$ cat src/rtl/fetch_unit_if.sv
// Fetch-stage bus bundle: downstream control (stall/flush/branch), the ROM
// address/data pair and the IF/ID register outputs.
//   master : the fetch unit (drives ROM address and IF/ID outputs)
//   slave  : the surrounding pipeline and instruction ROM
interface fetch_unit_if #(
    parameter int unsigned CNT_W = 16
);
    logic             stall_i;
    logic             flush_i;
    logic             branch_i;
    logic [31:0]      branch_target_i;
    logic [31:0]      imem_addr_o;
    logic [31:0]      imem_rd_i;
    logic [31:0]      instr_d_o;
    logic [31:0]      pc_d_o;
    logic [31:0]      pc_plus8_d_o;
    logic             valid_d_o;
    logic             halted_o;
    logic [CNT_W-1:0] fetch_count_o;

    modport master (
        input  stall_i, flush_i, branch_i, branch_target_i, imem_rd_i,
        output imem_addr_o, instr_d_o, pc_d_o, pc_plus8_d_o, valid_d_o, halted_o,
               fetch_count_o
    );

    modport slave (
        output stall_i, flush_i, branch_i, branch_target_i, imem_rd_i,
        input  imem_addr_o, instr_d_o, pc_d_o, pc_plus8_d_o, valid_d_o, halted_o,
               fetch_count_o
    );
endinterface

$ cat src/rtl/fetch_unit.sv
// Instruction-fetch stage. Owns the PC, presents it to a combinational ROM and
// captures the returned word into the IF/ID register with PC and PC+8.
// Stops fetching on HALT_WORD or an out-of-range fetch; only a branch or reset
// restarts it.
// Ports:
//   clk   : rising-edge clock
//   reset : synchronous, active-low reset
//   bus   : fetch_unit_if master (control in, ROM address/data, IF/ID out)
module fetch_unit #(
    parameter logic [31:0] RESET_PC  = 32'h0000_0000,
    parameter int unsigned ROM_WORDS = 64,
    parameter logic [31:0] HALT_WORD = 32'h0000_0000,
    parameter int unsigned CNT_W     = 16
) (
    input logic          clk,
    input logic          reset,
    fetch_unit_if.master bus
);

    typedef enum logic [0:0] {StRun, StHalt} state_e;

    state_e           state_q, state_d;
    logic [31:0]      pc_q, pc_d;
    logic [31:0]      instr_q, instr_d;
    logic [31:0]      pcd_q, pcd_d;
    logic [31:0]      pc8_q, pc8_d;
    logic             valid_q, valid_d;
    logic [CNT_W-1:0] cnt_q, cnt_d;
    logic             hit_halt;
    logic             advance;

    assign hit_halt = (bus.imem_rd_i == HALT_WORD) || (pc_q[31:2] >= 30'(ROM_WORDS));
    // Flush beats stall, but a stalled flush still holds the PC.
    assign advance  = (state_q == StRun) && !bus.stall_i;

    // State register
    always_ff @(posedge clk) begin
        if (!reset) begin
            state_q <= StRun;
        end else begin
            state_q <= state_d;
        end
    end

    // Next-state logic
    always_comb begin
        state_d = state_q;
        if (bus.branch_i) begin
            state_d = StRun;
        end else if (advance && hit_halt) begin
            state_d = StHalt;
        end
    end

    // Datapath next-state: PC, IF/ID and counter
    always_comb begin
        pc_d    = pc_q;
        instr_d = instr_q;
        pcd_d   = pcd_q;
        pc8_d   = pc8_q;
        valid_d = valid_q;
        cnt_d   = cnt_q;
        if (bus.branch_i) begin
            pc_d    = bus.branch_target_i & ~32'h3;
            instr_d = '0;
            valid_d = 1'b0;
        end else if (state_q == StRun) begin
            if (bus.flush_i) begin
                instr_d = '0;
                valid_d = 1'b0;
                if (advance && !hit_halt) begin
                    pc_d = pc_q + 32'd4;
                end
            end else if (advance) begin
                if (hit_halt) begin
                    // Halt word is never issued; PC stays on it.
                    instr_d = '0;
                    valid_d = 1'b0;
                end else begin
                    pc_d    = pc_q + 32'd4;
                    instr_d = bus.imem_rd_i;
                    pcd_d   = pc_q;
                    pc8_d   = pc_q + 32'd8;
                    valid_d = 1'b1;
                    if (cnt_q != '1) begin
                        cnt_d = cnt_q + CNT_W'(1);
                    end
                end
            end
        end
    end

    always_ff @(posedge clk) begin
        if (!reset) begin
            pc_q    <= RESET_PC;
            instr_q <= '0;
            pcd_q   <= '0;
            pc8_q   <= '0;
            valid_q <= 1'b0;
            cnt_q   <= '0;
        end else begin
            pc_q    <= pc_d;
            instr_q <= instr_d;
            pcd_q   <= pcd_d;
            pc8_q   <= pc8_d;
            valid_q <= valid_d;
            cnt_q   <= cnt_d;
        end
    end

    // Outputs
    always_comb begin
        bus.imem_addr_o   = pc_q;
        bus.instr_d_o     = instr_q;
        bus.pc_d_o        = pcd_q;
        bus.pc_plus8_d_o  = pc8_q;
        bus.valid_d_o     = valid_q;
        bus.halted_o      = (state_q == StHalt);
        bus.fetch_count_o = cnt_q;
    end

endmodule

$ cat src/flat_wrapper.sv
// flat-port wrapper written by rule: the top's interface ports become plain ports
module fetch_unit_flat 
#(
    parameter logic [31:0] RESET_PC  = 32'h0000_0000,
    parameter int unsigned ROM_WORDS = 64,
    parameter logic [31:0] HALT_WORD = 32'h0000_0000,
    parameter int unsigned CNT_W     = 16
)
  (clk, reset, bus_stall_i, bus_flush_i, bus_branch_i, bus_branch_target_i, bus_imem_rd_i, bus_imem_addr_o, bus_instr_d_o, bus_pc_d_o, bus_pc_plus8_d_o, bus_valid_d_o, bus_halted_o, bus_fetch_count_o);
  fetch_unit_if #(.CNT_W(CNT_W)) bus_i ();
  input logic clk;
  input logic reset;
  input wire logic [$bits(bus_i.stall_i)-1:0] bus_stall_i;
  input wire logic [$bits(bus_i.flush_i)-1:0] bus_flush_i;
  input wire logic [$bits(bus_i.branch_i)-1:0] bus_branch_i;
  input wire logic [$bits(bus_i.branch_target_i)-1:0] bus_branch_target_i;
  input wire logic [$bits(bus_i.imem_rd_i)-1:0] bus_imem_rd_i;
  output wire logic [$bits(bus_i.imem_addr_o)-1:0] bus_imem_addr_o;
  output wire logic [$bits(bus_i.instr_d_o)-1:0] bus_instr_d_o;
  output wire logic [$bits(bus_i.pc_d_o)-1:0] bus_pc_d_o;
  output wire logic [$bits(bus_i.pc_plus8_d_o)-1:0] bus_pc_plus8_d_o;
  output wire logic [$bits(bus_i.valid_d_o)-1:0] bus_valid_d_o;
  output wire logic [$bits(bus_i.halted_o)-1:0] bus_halted_o;
  output wire logic [$bits(bus_i.fetch_count_o)-1:0] bus_fetch_count_o;
  assign bus_i.stall_i = bus_stall_i;
  assign bus_i.flush_i = bus_flush_i;
  assign bus_i.branch_i = bus_branch_i;
  assign bus_i.branch_target_i = bus_branch_target_i;
  assign bus_i.imem_rd_i = bus_imem_rd_i;
  assign bus_imem_addr_o = bus_i.imem_addr_o;
  assign bus_instr_d_o = bus_i.instr_d_o;
  assign bus_pc_d_o = bus_i.pc_d_o;
  assign bus_pc_plus8_d_o = bus_i.pc_plus8_d_o;
  assign bus_valid_d_o = bus_i.valid_d_o;
  assign bus_halted_o = bus_i.halted_o;
  assign bus_fetch_count_o = bus_i.fetch_count_o;
  fetch_unit #(.RESET_PC(RESET_PC), .ROM_WORDS(ROM_WORDS), .HALT_WORD(HALT_WORD), .CNT_W(CNT_W)) u_core (.clk(clk), .reset(reset), .bus(bus_i));
endmodule
$ cat config.mk
export PLATFORM = sky130hd
export DESIGN_NAME = fetch_unit_flat
export DESIGN_NICKNAME = d
export VERILOG_FILES = /design/src/rtl/fetch_unit_if.sv /design/src/rtl/fetch_unit.sv /design/src/flat_wrapper.sv
export SDC_FILE = /design/constraint.sdc
export NUM_CORES = 1
export LEC_CHECK = 0
export CAP_MARGIN = 20
export CORE_ASPECT_RATIO = 0.5
export CORE_MARGIN = 10
export CORE_UTILIZATION = 44
export CTS_BUF_LIST = sky130_fd_sc_hd__clkbuf_2 sky130_fd_sc_hd__clkbuf_4 sky130_fd_sc_hd__clkbuf_8
export CTS_CLUSTER_SIZE = 8
export DETAILED_ROUTE_END_ITERATION = 7
export GPL_ROUTABILITY_DRIVEN = 1
export PLACE_DENSITY = 0.83
export REMOVE_ABC_BUFFERS = 1
export SLEW_MARGIN = 40
export SYNTH_ARGS = -nofsm -noshare
export SYNTH_HDL_FRONTEND = slang
export SYNTH_SLANG_ARGS = --single-unit
$ cat constraint.sdc
create_clock -name clk -period 2.6 [get_ports clk]
set_clock_uncertainty 0.2 [all_clocks]
set_input_delay 0.52 -clock clk [delete_from_list [all_inputs] [get_ports clk]]
set_output_delay 0.52 -clock clk [all_outputs]
set_load 0.01 [all_outputs]
Yosys cells after proc, flatten, opt, wreduce, memory -nomap -nowiden --
Index checks and enable logic that the tools add are counted.
Word-level totals: logic and storage cells 50, bits in writable memories 0, register bits 146, bits in read-only memories 0, bits in latches 0, memories kept 0
Cells by class: div/mod/pow operators 0, multipliers 0, shift-type cells 0, order comparisons 1, reduce and logical (&&, ||, !) cells 15, multiplexer cells 12, eq/ne operators 6, $add $sub $neg 3, bitwise operators 5
Operators with widths (count):
- two-way mux 32 bit | 9
- adder 32 x 3 -> 32 bit (second input constant) | 1
- adder 32 x 4 -> 32 bit (second input constant) | 1
- logical NOT 32 bit | 1
- >= comparator 30 x 7 -> 1 bit (second input constant) | 1
- adder 16 x 1 -> 16 bit (second input constant) | 1
- inequality test 16 bit (second input constant) | 1
- AND reduction 4 bit | 2
- AND reduction 6 bit | 1
- NOT 1 bit | 5
- AND reduction 5 bit | 1
- inequality test 2 bit (second input constant) | 2
- logical AND 1 bit | 3
- two-way mux 1 bit | 3
- inequality test 3 x 1 -> 1 bit (second input constant) | 1
- inequality test 3 bit (second input constant) | 1
- nonzero test 3 bit | 1
- logical NOT 1 bit | 2
- inequality test 2 x 1 -> 1 bit (second input constant) | 1
- AND reduction 2 bit | 1
- nonzero test 2 bit | 1
- OR reduction 2 bit | 1
- logical OR 1 bit | 1

Depth between registers and ports, before layout --
word-level depth 8, depth in mapped cells 7

Least setup slack after synthesis --
Ideal clock, no wire load.
path kind input -> register, from input bus_imem_rd_i[16], to register u_core.pcd_q[3] (netlist: u_core.bus.pc_d_o[3]), path buffers 2, stages on the path 7, required time 2330 ps, arrival time 1994 ps, path slack 336 ps, cell sequence nor4_1 -> nand4_1 -> o2111ai_4 -> clkbuf_1 -> clkbuf_1 -> nand2_1 -> a21oi_1
On the way: cells in the longest elaborated chain, start to end 4
RTL lines:
- start: declaration | line flat_wrapper.sv:17 | input wire logic [$bits(bus_i.imem_rd_i)-1:0] bus_imem_rd_i;
- logical NOT 32 bit | line fetch_unit.sv:32 | assign hit_halt = (bus.imem_rd_i == HALT_WORD) || (pc_q[31:2] >= 30'(ROM_WORDS));
- logical OR 1 bit | line fetch_unit.sv:32
- NOT 1 bit (no line)
- AND reduction 5 bit (no line)
- end signal: assignment | line fetch_unit.sv:104 | pcd_q <= pcd_d;
- end: declaration | line fetch_unit.sv:25 | logic [31:0] pcd_q, pcd_d;
Every way passes these cells. A chain may end at the register's enable or synchronous reset.

Worst setup path in the final report --
from register u_core.pc_q[20] (netlist: u_core.bus.imem_addr_o[20]), to register u_core.cnt_q[13] (netlist: u_core.bus.fetch_count_o[13])
On the way: cells in the longest elaborated chain, start to end 4
RTL lines:
- start: declaration | line fetch_unit.sv:23 | logic [31:0] pc_q, pc_d;
- start signal: assignment | line fetch_unit.sv:102 | pc_q <= pc_d;
- >= comparator 30 x 7 -> 1 bit | line fetch_unit.sv:32
- logical OR 1 bit | line fetch_unit.sv:32
- NOT 1 bit (no line)
- AND reduction 6 bit (no line)
- end signal: assignment | line fetch_unit.sv:107 | cnt_q <= cnt_d;
- end: declaration | line fetch_unit.sv:28 | logic [CNT_W-1:0] cnt_q, cnt_d;
Every way passes these cells.

==> run summary <==
CLOCK TREE
-------------------------------------------------------------------------------------
Number of setup buffers added after CTS                                             0
Clock Path Buffers                                                                  2
Cell at the root of the clock tree                                           clkbuf_8
Htree depth                                                                         4
TritonCTS clock tree                                                             done
TritonCTS Sinks                                                                   139
Num CTS Buffers                                                                    17
Clock-pin slew of the registers on the worst-case setup and hold paths        0.09 ns
Clock latency reported for the late side of the worst-skew pair               0.44 ns

LOGIC SYNTHESIS
-------------------------------------------------------------------------------------
Number of warning messages in the yosys log                                         0
Synthesized area                                                          0.00506 mm²
Number of enable-type register cells in the synthesized netlist                     0
Share of flip-flops with an asynchronous set or reset after synthesis               0
Netlist cell types                                                                 40
Gate Count Post-Synth                                                             505
Average footprint of a synthesized cell                                      10.0 µm²
#FFs+latches synth                                                                139
Sequential element share of the synthesized area                                0.550
Predominant post-synthesis flop cell                                          dfxtp_1

ROUTE
-------------------------------------------------------------------------------------
Detailed Routing Iterations Pass 1                                                  5
Total Routed Length                                                           16.1 mm
Average routed wire per standard cell                                         18.2 µm
Average via count per standard cell                                              5.30
Number of DRC markers in iteration 0                                              371
Drc violations                                                                      0
DR vias                                                                          4690
Antenna Violating Nets Remaining                                                    0

SETUP PATH
-------------------------------------------------------------------------------------
Setup slack on the worst flop-to-flop path                                    0.07 ns
Critical Path End                                                        u_core.bus.fetch_count_o[13]$_SDFFE_PN0P_
Crit Path Category                                                         reg -> reg
CP startpoint                                                            u_core.bus.imem_addr_o[20]$_SDFFE_PN0P_
Stages on worst setup path                                                          6
Critical path capture point type                                             register
Delay of the slowest cell on the worst path                                   0.53 ns
Critical path startpoint category                                            register
Required time at the worst-slack endpoint                                     2.77 ns
Top fanout value on the critical path                                              43
Critical path cell sequence                                              nor4_1 -> and4_1 -> o2111ai_4 -> buf_12 -> or4_1 -> a21oi_1
FF-to-FF End                                                             u_core.bus.fetch_count_o[13]$_SDFFE_PN0P_
Arrival @ worst endpoint                                                      2.70 ns
Worst reg2reg path depth                                                            6
Reg2reg start                                                            u_core.bus.imem_addr_o[20]$_SDFFE_PN0P_
Slowest library cell on the worst path                                          or4_1
Crit path buf inv count                                                             1
Cell family with the largest share of critical-path delay                simple AND/OR/NAND/NOR gates

STA
-------------------------------------------------------------------------------------
Final min period                                                              2.53 ns
Worst rel slew slack                                                            0.649
Final count of hold timing violations                                               0
Unrepaired setup endpoints after global routing                                 false
Final setup margin                                                          0.0684 ns
Tightest Pin Transition                                                      0.527 ns
Hold_ws                                                                      0.264 ns
Fraction of the cycle the final worst path needs                                0.974
Setup-violating endpoint count in the final report                                  0
Fmax                                                                        0.395 GHz
Fin. max-slew vios                                                                  0

STATUS
-------------------------------------------------------------------------------------
Result of the run                                                        finished clean

LAYOUT
-------------------------------------------------------------------------------------
Fraction of layout instances using a drive strength above 1                     0.100
Layout filler cell count                                                          817
Combined area of the multi-input logic cells                              0.00207 mm²
Post-layout net count                                                             800
FF/Latch Area                                                             0.00278 mm²
Post-synthesis to final-layout area growth                                      55.5%
Diodes inserted                                                                     0

PWR
-------------------------------------------------------------------------------------
P per Cell Area                                                            552 mW/mm²
Pleak                                                                         3.10 nW
Worst voltage drop across the vdd grid                                       0.303 mV

FLOORPLAN
-------------------------------------------------------------------------------------
Die Footprint                                                              0.0164 mm²
Starting Density                                                                0.455
Die Y-Extent                                                                  95.8 µm
Num rows                                                                           27
Area inside the core boundary                                              0.0111 mm²
I/O pin count                                                                     215
Die outline width                                                              172 µm

GLOBAL ROUTE
-------------------------------------------------------------------------------------
Initial antenna violation count                                                     0
Via count of the first global-routing pass                                       4567
Global-route usage over all layers                                              0.188
Total congestion overflow                                                           0
Largest net degree at the start of global routing                                  48
Global-route wire length before repair                                        24.5 mm

PLACED DESIGN
-------------------------------------------------------------------------------------
Post-place setup slack                                                      -0.243 ns
Port Buffer Count                                                                 206
Placer congestion estimate                                                      0.858
HPWL reported at the end of detailed placement                                12.0 mm

FLOW RUN
-------------------------------------------------------------------------------------
Max-cap check violation count                                                       0

MIN PATH
-------------------------------------------------------------------------------------
HP Class                                                                   reg -> reg

## registers in the layout (all words and copies together) (netlist names)
| name | cells |
|---|---|
| u_core.bus.instr_d_o | 32 |
| u_core.bus.valid_d_o | 1 |
| u_core.bus.fetch_count_o | 16 |
| u_core.bus.halted_o | 1 |
| u_core.bus.imem_addr_o | 30 |
| u_core.bus.pc_plus8_d_o | 30 |
| u_core.bus.pc_d_o | 29 |
## cell type report
| class | instances | area share |
|---|---|---|
| sequential | 139 | 0.354 |
| inverter | 10 | 0.00477 |
| clock inverter | 15 | 0.0220 |
| timing repair buffer | 240 | 0.303 |
| clock buffer | 17 | 0.0298 |
| tap | 145 | 0.0231 |
| multi-input combinational | 319 | 0.264 |
## routing by layer
| layer | share of wire | GRT usage | vias to the layer above | routed length, µm |
|---|---|---|---|---|
| met2 | 0.51 | 0.332 | 169 | 8210 |
| met5 | 0 | 0 | - | 0 |
| li1 | - | - | 2267 | - |
| met3 | 0.088 | 0.0706 | 21 | 1420 |
| met1 | 0.38 | 0.202 | 2233 | 6120 |
| met4 | 0.021 | 0.0776 | 0 | 338 |
## worst min-delay path: cells and delay by family (launching register included)
| kind | cells | cell delay (ns) |
|---|---|---|
| flops | 1 | 0.32 |
| simple gates | 1 | 0.06 |
| compound gates | 1 | 0.05 |
## stage by stage
step	TNS [ns]	instances	cell area, µm²	total power [mW]	util
6_report	0	885	7860	4.34	0.707
5_1_grt	0	885	7860	4.50	0.707
3_3_place_gp	-11.58	853	7450	2.58	0.670
3_5_place_dp	-14.03	853	7450	2.59	0.670
4_1_cts	0	885	7860	4.37	0.707
2_1_floorplan	-18.00	468	4880	2.35	-
## cells in the final DEF, fill, tap and decap left out, types with 2 or more instances in the layout
| cell | Yosys | routed |
|---|---|---|
| a21oi_1 | 29 | 29 |
| a22o_1 | 32 | 32 |
| a311oi_1 | 2 | 2 |
| a31oi_1 | 3 | 3 |
| and3_1 | 48 | 48 |
| and4_1 | 4 | 4 |
| buf_12 | 0 | 5 |
| buf_4 | 7 | 29 |
| clkbuf_8 | 0 | 17 |
| clkdlybuf4s50_1 | 0 | 206 |
| conb_1 | 1 | 6 |
| dfxtp_1 | 139 | 139 |
| ha_1 | 4 | 4 |
| inv_1 | 10 | 10 |
| inv_6 | 0 | 3 |
| inv_8 | 0 | 7 |
| mux2i_1 | 26 | 26 |
| nand2_1 | 38 | 38 |
| nand2b_1 | 2 | 2 |
| nand3_1 | 13 | 12 |
| nand4_1 | 5 | 5 |
| nor2_1 | 33 | 32 |
| nor3_1 | 3 | 3 |
| nor4_1 | 14 | 14 |
| o2111ai_1 | 2 | 2 |
| o211ai_1 | 2 | 2 |
| o21ai_0 | 13 | 13 |
| o31ai_1 | 9 | 9 |
| or3_1 | 6 | 6 |
| or4_1 | 10 | 10 |
| or4_4 | 2 | 2 |
| xnor2_1 | 3 | 3 |
| xor2_1 | 2 | 2 |
## worst min path at each step
stage                                                       start                                 endpoint  cells after the start
after floorplan           u_core.bus.pc_plus8_d_o[4]$_SDFFE_PN0P_  u_core.bus.pc_plus8_d_o[4]$_SDFFE_PN0P_                      2
after global placement          u_core.bus.pc_d_o[7]$_SDFFE_PN0P_        u_core.bus.pc_d_o[7]$_SDFFE_PN0P_                      2
after detailed placement        u_core.bus.pc_d_o[7]$_SDFFE_PN0P_        u_core.bus.pc_d_o[7]$_SDFFE_PN0P_                      2
after CTS                       u_core.bus.pc_d_o[7]$_SDFFE_PN0P_        u_core.bus.pc_d_o[7]$_SDFFE_PN0P_                      2
after global routing      u_core.bus.pc_plus8_d_o[8]$_SDFFE_PN0P_  u_core.bus.pc_plus8_d_o[8]$_SDFFE_PN0P_                      2
final                           u_core.bus.pc_d_o[7]$_SDFFE_PN0P_        u_core.bus.pc_d_o[7]$_SDFFE_PN0P_                      2
## cell usage after synthesis (4+ instances only)
cell type	count	area [µm²]
a21oi_1	29	145
a22o_1	32	280
and3_1	48	300
and4_1	4	35.0
buf_1	4	15.0
buf_2	4	20.0
buf_4	7	52.6
clkbuf_1	26	97.6
dfxtp_1	139	2780
ha_1	4	50.1
inv_1	10	37.5
mux2i_1	26	260
nand2_1	38	143
nand3_1	13	65.1
nand4_1	5	31.3
nor2_1	33	124
nor4_1	14	87.6
o21ai_0	13	65.1
o31ai_1	9	67.6
or3_1	6	37.5
or4_1	10	75.1
## cell families after synthesis
family                   count (synthesis)  synth area share
flip-flops                             139             0.550
adder cells (fa/ha/maj)                  4           0.00990
XOR/XNOR                                 5           0.00866
buffers and inverters                   52            0.0463
AND/OR/NAND/NOR                        182             0.197
other                                    1          0.000742
AO/OA/AOI/OAI                           96             0.135
multiplexers                            26            0.0515
## repair_timing
action / CTS / global route
setup endpoints to repair: 0 / 6
resized for setup: 0 / 1
hold buffers: 0 / 0
## where the power goes
part | leakage [nW] | switching [mW] | internal (mW)
Clock | 0.207 | 0.982 | 0.817
Combinational | 1.77 | 0.150 | 0.201
Sequential | 1.13 | 0.0339 | 2.16
Total | 3.10 | 1.17 | 3.18
Power figures use the tool's default switching activity.
